`src/rtl/serial_adder.sv`:
```
// Bit-serial ripple adder: one full-adder cell plus a carry flop, LSB first.
// Result and carry-out are published only on the completion edge.
module serial_adder #(
    parameter int unsigned WIDTH = 8
) (
    input  logic             clk,
    input  logic             rst_n,
    input  logic             start,
    input  logic [WIDTH-1:0] a,
    input  logic [WIDTH-1:0] b,
    input  logic             cin,
    output logic             busy,
    output logic             done,
    output logic [WIDTH-1:0] sum,
    output logic             cout
);

    localparam int unsigned CNT_W = (WIDTH > 1) ? $clog2(WIDTH) : 1;
    localparam logic [CNT_W-1:0] LAST_BIT = CNT_W'(WIDTH - 1);

    typedef enum logic [1:0] {
        IDLE = 2'd0,
        RUN  = 2'd1,
        DONE = 2'd2
    } state_t;

    state_t           state;
    logic [WIDTH-1:0] a_sh;
    logic [WIDTH-1:0] b_sh;
    logic [WIDTH-2:0] r_sh;
    logic             c;
    logic [CNT_W-1:0] cnt;

    logic             s_c;
    logic             c_next_c;
    logic [WIDTH-1:0] r_next_c;

    // Full-adder cell on the current LSBs; r_next_c is the result with this bit at the MSB.
    assign s_c      = a_sh[0] ^ b_sh[0] ^ c;
    assign c_next_c = (a_sh[0] & b_sh[0]) | (a_sh[0] & c) | (b_sh[0] & c);
    assign r_next_c = {s_c, r_sh};

    always_ff @(posedge clk) begin
        if (!rst_n) begin
            state <= IDLE;
            busy  <= 1'b0;
            done  <= 1'b0;
            sum   <= '0;
            cout  <= 1'b0;
            a_sh  <= '0;
            b_sh  <= '0;
            r_sh  <= '0;
            c     <= 1'b0;
            cnt   <= '0;
        end else begin
            done <= 1'b0;
            case (state)
                IDLE, DONE: begin
                    // DONE accepts a new start exactly like IDLE for back-to-back operation.
                    if (start) begin
                        a_sh  <= a;
                        b_sh  <= b;
                        c     <= cin;
                        cnt   <= '0;
                        busy  <= 1'b1;
                        state <= RUN;
                    end else begin
                        busy  <= 1'b0;
                        state <= IDLE;
                    end
                end
                RUN: begin
                    a_sh <= {1'b0, a_sh[WIDTH-1:1]};
                    b_sh <= {1'b0, b_sh[WIDTH-1:1]};
                    r_sh <= r_next_c[WIDTH-1:1];
                    c    <= c_next_c;
                    cnt  <= cnt + CNT_W'(1);
                    if (cnt == LAST_BIT) begin
                        sum   <= r_next_c;
                        cout  <= c_next_c;
                        done  <= 1'b1;
                        busy  <= 1'b0;
                        state <= DONE;
                    end
                end
                default: begin
                    busy  <= 1'b0;
                    state <= IDLE;
                end
            endcase
        end
    end

endmodule

```
`config.mk`:
```
export PLATFORM = sky130hd
export DESIGN_NAME = serial_adder
export DESIGN_NICKNAME = d
export VERILOG_FILES = /design/src/rtl/serial_adder.sv
export SDC_FILE = /design/constraint.sdc
export NUM_CORES = 1
export LEC_CHECK = 0
export CORE_ASPECT_RATIO = 0.5
export CORE_UTILIZATION = 41
export CTS_CLUSTER_DIAMETER = 50
export DETAILED_ROUTE_END_ITERATION = 10
export PLACE_DENSITY = 0.7
export SLEW_MARGIN = 0
export SYNTH_ARGS = -nofsm -noshare
export SYNTH_HDL_FRONTEND = slang
export SYNTH_SLANG_ARGS = --single-unit
```
`constraint.sdc`:
```
create_clock -name clk -period 1.38 [get_ports clk]
set_clock_uncertainty 0.1 [all_clocks]
set_input_delay 0.276 -clock clk [delete_from_list [all_inputs] [get_ports clk]]
set_output_delay 0.276 -clock clk [all_outputs]
set_load 0.02 [all_outputs]
```
**Word-level counts from Yosys, hierarchy flattened**

Index checks and enable logic that the tools add are counted.

- Logic and storage cells: 44
- Input port bits: 20
- Register bits: 40
- Output and inout bits: 11

- Muxes and demuxes: 15
- Equality and inequality tests: 5
- $add $sub $neg: 1
- Bitwise gates (word level): 7
- Reduce and logical (&&, ||, !) cells: 6

Operator list:

| kind | count |
|---|---|
| $pmux 8 s2 | 2 |
| $mux 8 | 2 |
| $pmux 3 s2 | 1 |
| $reduce_and 2->1 | 3 |
| $mux 1 | 5 |
| $ne 2x2->1 const B | 2 |
| $pmux 1 s2 | 2 |
| $pmux 2 s2 | 1 |
| $add 3x1->3 const B | 1 |
| $and 1x1->1 | 3 |
| $eq 3x3->1 const B | 1 |
| $mux 3 | 1 |
| $eq 2x1->1 const B | 1 |
| $eq 2x2->1 const B | 1 |
| $logic_not 2->1 | 1 |
| $mux 2 | 1 |
| $or 1x1->1 | 2 |
| $reduce_bool 2->1 | 1 |
| $reduce_or 2->1 | 1 |
| $xor 1x1->1 | 2 |

**Longest topological paths before layout**

Gate-level depths: netlist of the first run.

- Word-level depth: 4
- Depth in mapped cells: 5
- Mapped depth without buffers: 5

**Worst setup path after synthesis of the first run**

No wires, ideal clock.

- Path kind: register to register
- From: register cnt[0]
- To: register cout
- Period minus slack after synthesis: 1,291 ps
- Cell stages (with the launch flop): 6
- Setup slack: 89 ps
- Buffers on the path: 1
- Library setup time: 70 ps
- Arrival: 1,121 ps
- Required time: 1,210 ps
- Cell sequence: dfxtp_1 ha_1 ha_1 buf_1 nand3_1 a21boi_1

- Word-level cells in the longest chain between the ends: 2

RTL lines:

| what | RTL line | text |
|---|---|---|
| start: declaration | 32 | `logic [CNT_W-1:0] cnt;` |
| start signal: assignment | 77 | `cnt <= cnt + CNT_W'(1);` |
| $eq 3x3->1 | 78 | `if (cnt == LAST_BIT) begin` |
| $reduce_and 2->1 (no line) | -- |  |
| end signal: assignment | 80 | `cout <= c_next_c;` |
| end: declaration | 15 | `output logic cout` |

No other way between the ends.
A chain may end at the register's enable or synchronous reset.

**Worst setup path in the final report of the first run**

- From: register busy
- To: output busy

RTL lines:

| what | RTL line | text |
|---|---|---|
| start: declaration | 12 | `output logic busy,` |
| start signal: assignment | 46 | `busy <= 1'b0;` |
| start signal: assignment | 65 | `busy <= 1'b1;` |
| start signal: assignment | 68 | `busy <= 1'b0;` |

No word-level cell between the ends.

==> results of run 1 <==
## layout make-up
type | count | area (um2) | share of cell area [%]
Clock buffer | 7 | 96.3 | 4.47
Sequential cell | 40 | 802 | 37.2
Multi-Input combinational cell | 137 | 756 | 35.0
Timing Repair Buffer | 43 | 409 | 19.0
Clock inverter | 1 | 30.0 | 1.39
Tap cell | 51 | 63.8 | 2.96
## metal layers
layer | share of wire (%) | GRT usage, %
met1 | 48 | 19.2
met2 | 46 | 28.9
met3 | 4.2 | 4.95
met4 | 1.4 | 7.62
met5 | 0 | 0
## final timing paths
| path | start | to |
|---|---|---|
| hold / removal | sum[7] | sum[7] |
| setup reg to reg | c | r_sh[6] |
| setup / recovery | busy | busy |
| hold reg to reg | sum[7] | sum[7] |
## kinds of logic after synthesis
| group | count (synthesis) |
|---|---|
| adders and majority gates | 3 |
| AOI/OAI and AO/OA | 53 |
| and+or+nand+nor | 81 |
| DFF | 40 |
| buffers and inverters | 16 |
## flip-flops by register name, summed over array words and instances (netlist names)
| register | cells |
|---|---|
| a_sh | 8 |
| b_sh | 8 |
| sum | 8 |
| r_sh | 7 |
| cnt | 3 |
| state | 2 |
| busy | 1 |
| c | 1 |
| cout | 1 |
| done | 1 |
## per-stage QoR
step | setup TNS (ps) | setup slack [ps] | cells | total power (uW) | util, %
final | 0 | 49.3 | 279 | 2580 | 59.9
after global routing | 0 | 10.5 | 279 | 2700 | 59.9
after CTS | 0 | 7.32 | 279 | 2610 | 59.2
after detailed placement | -2550 | -162 | 271 | 1570 | 56.1
after global placement | -1900 | -122 | 271 | 1560 | 56.1
after floorplan | 0 | 88.9 | 193 | 1450 | -
## cell usage in the layout (no fill, tap or decap), drive strengths merged, types with 2 or more instances in the layout
master,netlist,layout
a21boi,21,21
a31oi,15,15
and3,3,3
buf,12,13
clkbuf,4,7
clkdlybuf4s50,0,19
dfxtp,40,40
dlygate4sd2,0,11
ha,2,2
nand2,57,57
nand2b,2,2
nand3,13,13
nand3b,2,2
o21ai,16,16
## power groups by stage
stage	sequential, uW	clock (uW)	combinational (uW)
after CTS	1250	1070	294
after floorplan	1270	0	186
after detailed placement	1270	0	293
after global placement	1270	0	288
final	1250	1040	296
after global routing	1260	1110	330
## repair_timing
item                                   CTS  global route
setup endpoints to repair               12            11
pin swaps                                0             2
gates resized for setup                 12             7
endpoints found under the hold margin    0             0
hold buffers                             0             0
==> run_results.csv, run 1 <==
group,metric,value,unit
clock_network,postCtsSetupBuffers,0,
die,die_area,0.00423,mm2
die,io_pins,31,
sta,tightest_slew,211,ps
route,drtIter0Drc,34,
route,remaining_drc_errors,0,
synth,synth-seq-area-share,49.3,%
clock_network,cts_buffer_depth,2,
synth,synthCells,193,
worst_setup_path,crit_required,1000,ps
hold_path,timing.hold.worst.class,"reg2reg",
worst_setup_path,end_kind,"output pin",
die,initial_utilization,45.1,%
route,post_drt_wl_per_cell,11.5,um
power,pwr-share-seq,48.3,%
route,vias_per_cell,4.99,
sta,fin_hold_ws,349,ps
worst_setup_path,r2r_slack,80,ps
synth,syn_area_per_cell,8.41,um2
clock_network,worstSkewPairLatency,290,ps
placement,dp_hpwl,2.16,mm
final_layout,area_growth,32.8,%
run,cap_violations,0,
clock_network,cts_num_sinks,40,
placement,place_congestion,0.723,
global_routing,grt_max_degree,26,
sta,slew_headroom,86.0,%
synth,synth.distinct_cells,23,
synth,yosys.area_share.simple,21.5,%
worst_setup_path,crit_slowest_cell,"dfxtp_1",
synth,yosys_most_used_dff,"dfxtp_1",
synth,ys_ff_latch,40,
route,wl,3.20,mm
power,power_density,1200,mW/mm2
synth,synth_compound_area_share,20.9,%
clock_network,h-tree-depth,2,
placement,place_area,0.00202,mm2
worst_setup_path,critPathMaxStageDelay,330,ps
synth,synth_most_common_cell,"nand2_1",
sta,period_share,96.4,%
sta,fmax,0.751,GHz
synth,synth_xor_area_share,0,%
final_layout,insertedDiodeCount,0,
synth,netlist_area,0.00162,mm2
clock_network,clockRootBuffer,"clkbuf_8",
synth,synthArstFlopShare,0,%
hold_path,hold_path_depth,2,
sta,finalSetupViolCount,0,
outcome,status,"complete, no violations",
worst_setup_path,cp.depth,1,
sta,slew_viol_final,0,
synth,synth_top_area_cell,"dfxtp_1",
die,core,0.00360,mm2
global_routing,grt_antenna_before_repair,0,
power,ir_drop,541,uV
sta,hold_viol_final,0,
global_routing,grt.total_usage,16.4,%
synth,synth.area.top_cells,"dfxtp_1 (49%), nand2_1 (13%), a21boi_1 (9.2%)",
synth,synth_common_cells,"nand2_1 (57), dfxtp_1 (40), a21boi_1 (20)",
synth,synth_top_family_by_area,"simple AND/OR/NAND/NOR gates",
power,p_comb_share,11.5,%
worst_setup_path,critPathArrivalTime,950,ps
sta,post-route-min-period,1330,ps
synth,synthAdderAreaFrac,2.77,%
route,vias,1392,
worst_setup_path,rr_worst_depth,3,
synth,synthMuxAreaShare,0,%
route,antenna_left,0,
synth,synth_edf_count,0,
die,die_width,91.0,um
final_layout,drive_gt1_share,11.4,%
route,first_pass_iters,4,
power,switchingPower,584,uW
global_routing,grt_overflow_total,0,
power,p_leak,0.000849,uW
worst_setup_path,cp_num_buf_inv,1,
worst_setup_path,critPathKind,"reg2out",
power,clkPwrFrac,40.3,%
worst_setup_path,startpoint_type,"register",
final_layout,fin_area,0.00216,mm2
clock_network,cts_tree,"done",
synth,synth_top_area_share,49.3,%
final_layout,n_fill_cell,334,
synth,yosysWarnings,0,
clock_network,cts_buffers,5,
power,sw_frac_of_total,22.6,%
final_layout,fin_nets,250,
die,die-height,46.5,um
worst_setup_path,critPathMaxFanout,2,
placement,numPortBuffers,30,
synth,synthesis.nets,216,
die,rows,15,
clock_network,clk_pin_slew_worst_paths,80,ps
global_routing,grt_pass1_wl,5.26,mm
worst_setup_path,crit_chain,"dlygate4sd2_1",
global_routing,grt_pass1_vias,1223,
power,p_int,2000,uW
worst_setup_path,critical_path.top_delay_family,"flip-flops",
sta,rsz0062_at_grt,"no",
Power figures use the tool's default switching activity.
==> inputs of run 2 (changes only) <==
Settings changed: ABC_CLOCK_PERIOD_IN_PS set to 1380, CTS_CLUSTER_SIZE set to 10.
==> results of run 2 <==
Final layout, timing and power as in run 1 (identical DEF).
